File: src/rtl/c7bifu_ibuf.sv
// ----------------------------------------------------------------------------
// c7bifu_ibuf -- fetch-to-decode instruction buffer for the c7b IFU.
//
// Circular buffer of DEPTH entries {pc, inst, exc_vld, exc_code} between the
// fetch return path and decode. The oldest entry is presented to decode and
// consumed in the same cycle it is shown valid. There is no combinational
// fetch-to-decode path: a push becomes visible one cycle later at the earliest.
//
// Parameters:
//   DEPTH      entries, power of two, >= 2
//   PC_W       PC width
//   AF_MARGIN  almost-full when occupancy >= DEPTH-AF_MARGIN (0..DEPTH-1)
//
// Ports:
//   i_clk, i_reset           clock, synchronous active-high reset
//   i_stall                  decode stall; head entry held
//   i_flush                  discard all entries and the current push
//   i_inst_vld_f ..          fetch offer: valid, PC, instruction, exception
//   o_ibuf_rdy_f             buffer accepts a push this cycle
//   o_ibuf_afull_f           almost-full, for fetch throttling
//   o_ibuf_cnt               current occupancy
//   o_ibuf_vld_d             head valid and consumed this cycle
//   o_ibuf_pc_d .. code_d    head entry (zero when empty)
//
// Optional feature macro: C7BIFU_IBUF_FULL_PASS_EN
//   When defined, a full buffer accepts a push in a cycle where it also pops,
//   keeping 1/cycle throughput at the cost of a stall-to-ready comb path.
// ----------------------------------------------------------------------------
module c7bifu_ibuf #(
    parameter int unsigned DEPTH     = 4,
    parameter int unsigned PC_W      = 32,
    parameter int unsigned AF_MARGIN = 1
) (
    input  logic                         i_clk,
    input  logic                         i_reset,
    input  logic                         i_stall,
    input  logic                         i_flush,
    input  logic                         i_inst_vld_f,
    input  logic [PC_W-1:0]              i_inst_addr_f,
    input  logic [31:0]                  i_inst_f,
    input  logic                         i_fetch_exc_vld_f,
    input  logic [5:0]                   i_fetch_exc_code_f,
    output logic                         o_ibuf_rdy_f,
    output logic                         o_ibuf_afull_f,
    output logic [$clog2(DEPTH+1)-1:0]   o_ibuf_cnt,
    output logic                         o_ibuf_vld_d,
    output logic [PC_W-1:0]              o_ibuf_pc_d,
    output logic [31:0]                  o_ibuf_inst_d,
    output logic                         o_ibuf_exc_vld_d,
    output logic [5:0]                   o_ibuf_exc_code_d
);

    localparam int unsigned PTR_W = $clog2(DEPTH);
    localparam int unsigned CNT_W = $clog2(DEPTH + 1);

    // Storage is deliberately not reset; outputs are gated by occupancy.
    logic [PC_W-1:0]  r_pc       [DEPTH];
    logic [31:0]      r_inst     [DEPTH];
    logic             r_exc_vld  [DEPTH];
    logic [5:0]       r_exc_code [DEPTH];

    logic [PTR_W-1:0] r_wr_ptr;
    logic [PTR_W-1:0] r_rd_ptr;
    logic [CNT_W-1:0] r_cnt;

    logic             w_empty;
    logic             w_full;
    logic             w_pop;
    logic             w_rdy;
    logic             w_push;
    logic [CNT_W-1:0] w_cnt_nxt;

    assign w_empty = (r_cnt == '0);
    assign w_full  = (r_cnt == CNT_W'(DEPTH));
    assign w_pop   = ~w_empty & ~i_stall & ~i_flush;

`ifdef C7BIFU_IBUF_FULL_PASS_EN
    // A full buffer frees its head slot this cycle when it pops.
    assign w_rdy = ~w_full | w_pop;
`else
    assign w_rdy = ~w_full;
`endif

    assign w_push = i_inst_vld_f & w_rdy & ~i_flush;

    always_comb begin
        w_cnt_nxt = r_cnt;
        unique case ({w_push, w_pop})
            2'b10:   w_cnt_nxt = r_cnt + CNT_W'(1);
            2'b01:   w_cnt_nxt = r_cnt - CNT_W'(1);
            default: w_cnt_nxt = r_cnt;
        endcase
    end

    // Pointers and occupancy; reset beats flush beats push/pop.
    always_ff @(posedge i_clk) begin
        if (i_reset) begin
            r_wr_ptr <= '0;
            r_rd_ptr <= '0;
            r_cnt    <= '0;
        end else if (i_flush) begin
            r_wr_ptr <= '0;
            r_rd_ptr <= '0;
            r_cnt    <= '0;
        end else begin
            if (w_push) begin
                r_wr_ptr <= r_wr_ptr + PTR_W'(1);
            end
            if (w_pop) begin
                r_rd_ptr <= r_rd_ptr + PTR_W'(1);
            end
            r_cnt <= w_cnt_nxt;
        end
    end

    always_ff @(posedge i_clk) begin
        if (w_push && !i_reset) begin
            r_pc[r_wr_ptr]       <= i_inst_addr_f;
            r_inst[r_wr_ptr]     <= i_inst_f;
            r_exc_vld[r_wr_ptr]  <= i_fetch_exc_vld_f;
            r_exc_code[r_wr_ptr] <= i_fetch_exc_code_f;
        end
    end

    always_comb begin
        o_ibuf_pc_d       = '0;
        o_ibuf_inst_d     = '0;
        o_ibuf_exc_vld_d  = 1'b0;
        o_ibuf_exc_code_d = '0;
        if (!w_empty) begin
            o_ibuf_pc_d       = r_pc[r_rd_ptr];
            o_ibuf_inst_d     = r_inst[r_rd_ptr];
            o_ibuf_exc_vld_d  = r_exc_vld[r_rd_ptr] & w_pop;
            o_ibuf_exc_code_d = r_exc_code[r_rd_ptr];
        end
    end

    assign o_ibuf_vld_d   = w_pop;
    assign o_ibuf_rdy_f   = w_rdy;
    assign o_ibuf_cnt     = r_cnt;
    assign o_ibuf_afull_f = (32'(r_cnt) >= (DEPTH - AF_MARGIN));

endmodule

File: config.mk
export PLATFORM = sky130hd
export DESIGN_NAME = c7bifu_ibuf
export DESIGN_NICKNAME = d
export VERILOG_FILES = /design/src/rtl/c7bifu_ibuf.sv
export SDC_FILE = /design/constraint.sdc
export NUM_CORES = 1
export LEC_CHECK = 0
export CAP_MARGIN = 20
export CORE_ASPECT_RATIO = 0.75
export CORE_MARGIN = 8
export CORE_UTILIZATION = 31
export CTS_CLUSTER_SIZE = 20
export DETAILED_ROUTE_END_ITERATION = 10
export PLACE_DENSITY = 0.6
export SLEW_MARGIN = 20
export SYNTH_ARGS = -nofsm -noshare
export SYNTH_HDL_FRONTEND = slang
export SYNTH_SLANG_ARGS = --single-unit
File: constraint.sdc
create_clock -name i_clk -period 8.7 [get_ports i_clk]
set_clock_uncertainty 0.15 [all_clocks]
set_input_delay 1.305 -clock i_clk [delete_from_list [all_inputs] [get_ports i_clk]]
set_output_delay 1.305 -clock i_clk [all_outputs]
set_load 0.03 [all_outputs]
* After elaboration in Yosys (flattened, before gate mapping)
Memory sizes are Yosys's and may differ from the RTL's. A register that Yosys moved wholly into a read port is not among the register bits.
Cells that the tools add are included.
** Cells by class
- $add $sub $neg :: 4
- Order comparisons :: 1
- Equality and inequality tests :: 3
- Muxes and demuxes :: 15
- Bitwise operators :: 9
- Reduce and logical (&&, ||, !) cells :: 5
** Operators by type and width (number)
- 32-bit two-way mux :: 2
- 2-bit two-way mux :: 8
- 6-bit two-way mux :: 1
- 3-bit one-hot mux with 2 select lines :: 1
- 1-bit AND :: 5
- 2-bit by 1-bit adder with 2-bit output, second input constant :: 2
- 1-bit inverter :: 4
- 3-bit by 1-bit adder with 3-bit output, second input constant :: 1
- 3-bit == test, second input constant :: 1
- 3-bit by 2-bit >= comparator with 1-bit output, second input constant :: 1
- 3-bit zero test :: 1
- 1-bit two-way mux :: 3
- 3-bit by 1-bit subtractor with 3-bit output, second input constant :: 1
- 2-bit by 1-bit == test with 1-bit output, second input constant :: 1
- 2-bit == test, second input constant :: 1
- 2-bit nonzero test :: 1
- 2-bit OR reduction :: 1
- 1-bit logical AND :: 1
- 1-bit zero test :: 1
** Storage, ports and cells
- Register bits :: 7
- Bits in writable memories :: 284
- Output and inout port bits :: 77
- Word-level logic and storage cells :: 44
- Memories :: 4
** Memories
- r_inst :: words 4, width 32, rd ports 1, clocked after memory_dff 1, wr ports 1, line 58 : logic [31:0] r_inst [DEPTH];
- r_pc :: words 4, width 32, rd ports 1, clocked after memory_dff 1, wr ports 1, line 57 : logic [PC_W-1:0] r_pc [DEPTH];
- r_exc_code :: words 4, width 6, rd ports 1, clocked after memory_dff 1, wr ports 1, line 60 : logic [5:0] r_exc_code [DEPTH];
- r_exc_vld :: words 4, width 1, rd ports 1, clocked after memory_dff 1, wr ports 1, line 59 : logic r_exc_vld [DEPTH];

* Logic depth before layout (Yosys ltp)
Gate-level depths: netlist (run 1).
- Depth in word-level cells :: 7
- Mapped depth :: 9
- Depth with buffers taken out :: 8

* Worst setup path before layout (run 1)
OpenSTA, ideal clock, no wires.
- Path type :: input -> output
- From :: input i_stall
- To :: output o_ibuf_exc_vld_d
- Arrival :: 2514 ps
- Setup slack :: 4731 ps
- Cell stages on the path :: 2
- Path buffers :: 0
- Cell sequence :: nor3_1 > and2_1
** On the way
- Longest elaborated chain between the ends :: 5
** RTL lines
- start: declaration :: line 36 : input logic i_stall,
- 1-bit inverter :: line 75 : assign w_pop = ~w_empty & ~i_stall & ~i_flush;
- 1-bit AND (2 in a row) :: line 75
- 1-bit AND :: line 133 : o_ibuf_exc_vld_d = r_exc_vld[r_rd_ptr] & w_pop;
- 1-bit two-way mux :: line 130 : if (!w_empty) begin
- end: declaration :: line 49 : output logic o_ibuf_exc_vld_d,
Every way passes these cells.

==> results of run 1 <==
==> power by group <==
group,internal (mW),switching (mW)
Combinational,0.0691,0.0705
Sequential,1.56,0.00467
Clock,0.724,0.516
Total,2.35,0.591
==> cell families after synthesis <==
kind of cell | share of synthesized area, %
flops | 77.1
fa+ha+maj | 0.731
buf+inv | 2.10
compound gates | 0.421
xor+xnor | 0.155
mux | 14.3
simple gates | 5.19
==> final cells by class <==
| type | count | area (µm²) | area share (%) |
|---|---|---|---|
| antenna | 1 | 2.50 | 0.0176 |
| multi-input combinational | 183 | 2370 | 16.7 |
| sequential | 293 | 8720 | 61.4 |
| inverter | 5 | 18.8 | 0.132 |
| timing repair buffer | 160 | 1580 | 11.1 |
| tap | 465 | 582 | 4.10 |
| clock buffer | 34 | 744 | 5.24 |
| clock inverter | 17 | 183 | 1.29 |
==> registers in the layout, summed over array words and instances, names as in the netlist, named ones only <==
register	cells
o_ibuf_cnt	3
r_pc	128
r_wr_ptr	2
r_exc_vld	4
r_inst	128
r_rd_ptr	2
r_exc_code	24
==> worst reg2reg max path, delay by kind of cell (launching register included) <==
| kind | cells | cell delay [ns] |
|---|---|---|
| and+or+nand+nor | 3 | 0.86 |
| buffers and inverters | 1 | 0.74 |
| DFF | 1 | 0.48 |
==> cells in the final DEF, fill, tap and decap left out, drive strengths merged <==
master	n
edfxtp	284
clkdlybuf4s50	152
mux4	71
nor2b	58
clkbuf	34
and2b	12
clkinv	10
dfxtp	9
buf	8
nor2	6
inv	5
a21oi	5
ha	5
and2	5
bufinv	4
o21ai	3
or3	3
clkinvlp	3
xor2	2
nand2	2
nor3	2
diode	1
or3b	1
nand3b	1
and3	1
a21o	1
or2	1
mux2	1
nand2b	1
mux2i	1
fa	1
==> path summary, 6_finish.rpt <==
kind                              startpoint                        to  slack [ns]  cells past startpoint
setup / recovery                   flip-flop         o_ibuf_inst_d[16]        3.72                      4
hold reg to reg     r_wr_ptr[1]$_SDFFE_PP0N_  r_wr_ptr[1]$_SDFFE_PP0N_        0.36                      2
hold / removal      r_wr_ptr[1]$_SDFFE_PP0N_  r_wr_ptr[1]$_SDFFE_PP0N_        0.36                      2
setup reg to reg  o_ibuf_cnt[0]$_SDFFE_PP0P_    r_inst[0][8]$_DFFE_PP_        6.01                      4
==> metal layers <==
layer	up-vias	track usage (%)	part of all wire, %
met5	-	0	0.054
met3	35	3.10	5.1
li1	2371	-	-
met2	112	17.8	49
met1	2761	14.4	44
met4	2	2.66	1.9
==> results_dict.tcl, run 1 <==
set metrics [dict create \
    crit_type "reg2out" \
    setup_viol 0 \
    grt_pass1_wl_um 36500 \
    fillers 3255 \
    whs_ns 0.355 \
    tns_ns 0 \
    required_ns 7.24 \
    cpPeakStageDelay_ns 0.79 \
    maxCapViolations 0 \
    place_congestion 0.661 \
    drive_above_1_share_pct 18.4 \
    dp_cells 1106 \
    synth-edff-count 284 \
    yosysMostFrequentCell "edfxtp_1" \
    synth_area_per_cell_um2 22.3 \
    dieHeight_um 181 \
    core_area_mm2 0.0359 \
    rsz0062_at_grt "false" \
    cts-root-buf "clkbuf_16" \
    path_cells "buf_4 -> mux4_2 -> nor2b_1 -> clkdlybuf4s50_1" \
    synth_cell_type_count 30 \
    crit_path_end_kind "output pin" \
    port_buffers 152 \
    drt_iter0_drc 247 \
    drc 0 \
    outcome "finished, final reports clean" \
    nets 754 \
    h-tree-depth 1 \
    clock_path_buffers 3 \
    hp-class "reg2reg" \
    power.static_leakage_nw 4.35 \
    start_util_pct 31.5 \
    crit_family "buffers and inverters" \
    cts_tree "yes" \
    worstMarginPinSlew_ns 0.903 \
    grt_max_degree 52 \
    critPathBufInv 2 \
    ys.flop_type "edfxtp_1" \
    syn_to_final_growth_pct 25.6 \
    die-area_mm2 0.0429 \
    drt_wl_total_um 24000 \
    placed_area_mm2 0.0133 \
    finalHoldViolCount 0 \
    die_x_um 236 \
    antenna_left 0 \
    ys_ff_latch 293 \
    routedWlPerCell_um 20.7 \
    crit_path_start_kind "flip-flop" \
    ys_top_cells_by_area "edfxtp_1 75%, mux4_2 14%, nor2b_1 3.2%" \
    post_cts_buffers 0 \
    fin_util_pct 39.6 \
    stdcell_count 1158 \
    relSlewSlack_pct 39.8 \
    synth_area_mm2 0.0113 \
    clock-sinks 293 \
    synth.top_cell.area_share_pct 75.5 \
    max_freq_mhz 201 \
    viasPerCell 4.56 \
    grt_usage_pct 10.9 \
    min_period_ns 4.98 \
    design_area_mm2 0.0142 \
    yosys_warnings 0 \
    synth_nets 588 \
    cpMaxStageDelayCell "buf_4" \
    antenna_found_initial 2 \
    synth_seq_area_share_pct 77.1 \
    grt_pass1_vias 5831 \
    crit_arrival_ns 3.52 \
    synthCells 506 \
    synth_largest_area_cell "edfxtp_1" \
    slew_viol_final 0 \
    worst_slack_ns 3.72 \
    ys_async_sr_fraction_pct 0 \
    cp_max_fo 40 \
    p_per_area_mw_per_mm2 207 \
    pre_cts_slack_ns 4.12 \
    ctsHoldBuffers 0 \
    io_pins 153 \
    synthTopCellsByCount "284 x edfxtp_1, 71 x mux4_2, 58 x nor2b_1, 12 x and2b_1" \
    finalCritPeriodShare_pct 57.2 \
    ctsResizeCount 0 \
    dp_hpwl_um 14000 \
    total_power_mw 2.94 \
    rows 60 \
    cts_made_buffers 29 \
    irDropWorstVdd_uv 120 \
    clkTransAtPathRegs_ns 0.06 \
    vias 5281 \
    first_pass_iters 4 \
    grt_overflow 0 \
    clk_latency_ns 0.55 \
]
Note: power is estimated with default switching activity, not from simulation.
==> run 2, diff against run 1 <==
--- a/config.mk
+++ b/config.mk
@@ -11,7 +11,7 @@
 export CORE_UTILIZATION = 31
 export CTS_CLUSTER_SIZE = 20
 export DETAILED_ROUTE_END_ITERATION = 10
-export PLACE_DENSITY = 0.6
+export PLACE_DENSITY = 0.62
 export SLEW_MARGIN = 20
 export SYNTH_ARGS = -nofsm -noshare
 export SYNTH_HDL_FRONTEND = slang
==> constraint.sdc (replaced) <==
create_clock -name i_clk -period 4.25 [get_ports i_clk]
set_clock_uncertainty 0.15 [all_clocks]
set_input_delay 0.6375 -clock i_clk [delete_from_list [all_inputs] [get_ports i_clk]]
set_output_delay 0.6375 -clock i_clk [all_outputs]
set_load 0.03 [all_outputs]
==> results_dict.tcl, run 2 (synthesis results as in run 1) <==
set metrics [dict create \
    outcome "finished, final reports clean" \
    crit_arrival_ns 2.88 \
    cp_max_fo 35 \
    cts_made_buffers 29 \
    tns_ns 0 \
    drive_above_1_share_pct 19.3 \
    io_pins 153 \
    cts-root-buf "clkbuf_16" \
    start_util_pct 31.5 \
    clock-sinks 293 \
    viasPerCell 4.62 \
    antenna_left 0 \
    dieHeight_um 181 \
    crit_path_end_kind "output pin" \
    syn_to_final_growth_pct 25.9 \
    nets 758 \
    design_area_mm2 0.0142 \
    routedWlPerCell_um 20.0 \
    port_buffers 152 \
    finalCritPeriodShare_pct 86.2 \
    crit_type "reg2out" \
    antenna_found_initial 2 \
    ctsHoldBuffers 0 \
    vias 5377 \
    die-area_mm2 0.0429 \
    rows 60 \
    fillers 3202 \
    crit_path_start_kind "flip-flop" \
    grt_max_degree 43 \
    grt_pass1_vias 5932 \
    fin_util_pct 39.6 \
    clk_latency_ns 0.55 \
    min_period_ns 3.66 \
    ctsResizeCount 0 \
    setup_viol 0 \
    h-tree-depth 1 \
    reg_top3 "r_inst (128), r_pc (128), r_exc_code (24)" \
    antenna_cells 0 \
    rsz0062_at_grt "false" \
    pre_cts_slack_ns 1.09 \
    dp_hpwl_um 14500 \
    slew_viol_final 0 \
    drt_wl_total_um 23300 \
    grt_usage_pct 10.7 \
    grt_overflow 0 \
    drt_iter0_drc 340 \
    cts_tree "yes" \
    clkTransAtPathRegs_ns 0.06 \
    layout_commonest_cell "edfxtp_1" \
    worst_slack_ns 0.586 \
    clock_path_buffers 3 \
    die_x_um 236 \
    hp-class "reg2reg" \
    place_congestion 0.661 \
    grt_pass1_wl_um 36000 \
    mostFrequentLayoutCells "284 x edfxtp_1, 152 x clkdlybuf4s50_1, 71 x mux4_2" \
    max_freq_mhz 273 \
    first_pass_iters 4 \
    irDropWorstVdd_uv 321 \
    finalHoldViolCount 0 \
    placed_area_mm2 0.0134 \
    maxCapViolations 0 \
    relSlewSlack_pct 63.6 \
    p_per_area_mw_per_mm2 408 \
    required_ns 3.46 \
    core_area_mm2 0.0359 \
    drc 0 \
    power.static_leakage_nw 4.36 \
    post_cts_buffers 0 \
    worstMarginPinSlew_ns 0.546 \
]
==> run 2: cell count changes in the layout (fill, tap and decap cells not counted), sizes merged <==
cell	before	now
clkinv	10	13
diode	1	0
inv	5	7
buf	8	12
clkinvlp	3	4
bufinv	4	0
==> run 2: area by class of cell <==
| class | instances | area [µm²] | area share, % |
|---|---|---|---|
| Multi-Input combinational cell | 183 | 2370 | 16.7 |
| Clock buffer | 34 | 744 | 5.23 |
| Sequential cell | 293 | 8720 | 61.3 |
| Tap cell | 465 | 582 | 4.09 |
| Clock inverter | 19 | 109 | 0.765 |
| Timing Repair Buffer | 164 | 1690 | 11.9 |
| Inverter | 5 | 18.8 | 0.132 |
==> run 2: final timing paths <==
| kind | from | end | slack [ns] | cells past startpoint |
|---|---|---|---|---|
| min reg2reg | r_rd_ptr[1]$_SDFFE_PP0N_ | flip-flop | 0.35 | 2 |
| max reg2reg | o_ibuf_cnt[0]$_SDFFE_PP0P_ | o_ibuf_cnt[2]$_SDFFE_PP0P_ | 1.51 | 9 |
| min | r_rd_ptr[1]$_SDFFE_PP0N_ | flip-flop | 0.35 | 2 |
| max | flip-flop | o_ibuf_pc_d[30] | 0.59 | 4 |
==> run 2: report_power, final <==
group	leakage [nW]	total, mW	switching [mW]	internal (mW)
Combinational	1.31	0.289	0.146	0.143
Sequential	2.64	3.20	0.00861	3.19
Clock	0.410	2.32	1.06	1.26
Total	4.36	5.81	1.22	4.59
==> run 2: critical path, stage by stage (launching register included) <==
cell             delay [ns]
dfxtp_4                0.61
buf_12                 0.34
mux4_2                 0.53
nor2b_1                0.15
clkdlybuf4s50_1        0.64
==> run 2: routing by layer <==
metal / global-route usage [%] / vias up / part of all wire (%)
li1: - / 2388 / -
met5: 0 / - / 0
met4: 2.02 / 0 / 1.9
met3: 2.89 / 39 / 5.5
met2: 18.0 / 138 / 49
met1: 13.8 / 2812 / 43
==> run 2: per-stage QoR <==
stage	cells	total power, mW	hold slack (ns)
2_1_floorplan	506	3.39	0.309
3_3_place_gp	1110	3.55	0.317
3_5_place_dp	1110	3.56	0.346
4_1_cts	1163	5.89	0.359
5_1_grt	1163	6.02	0.388
6_report	1163	5.81	0.346
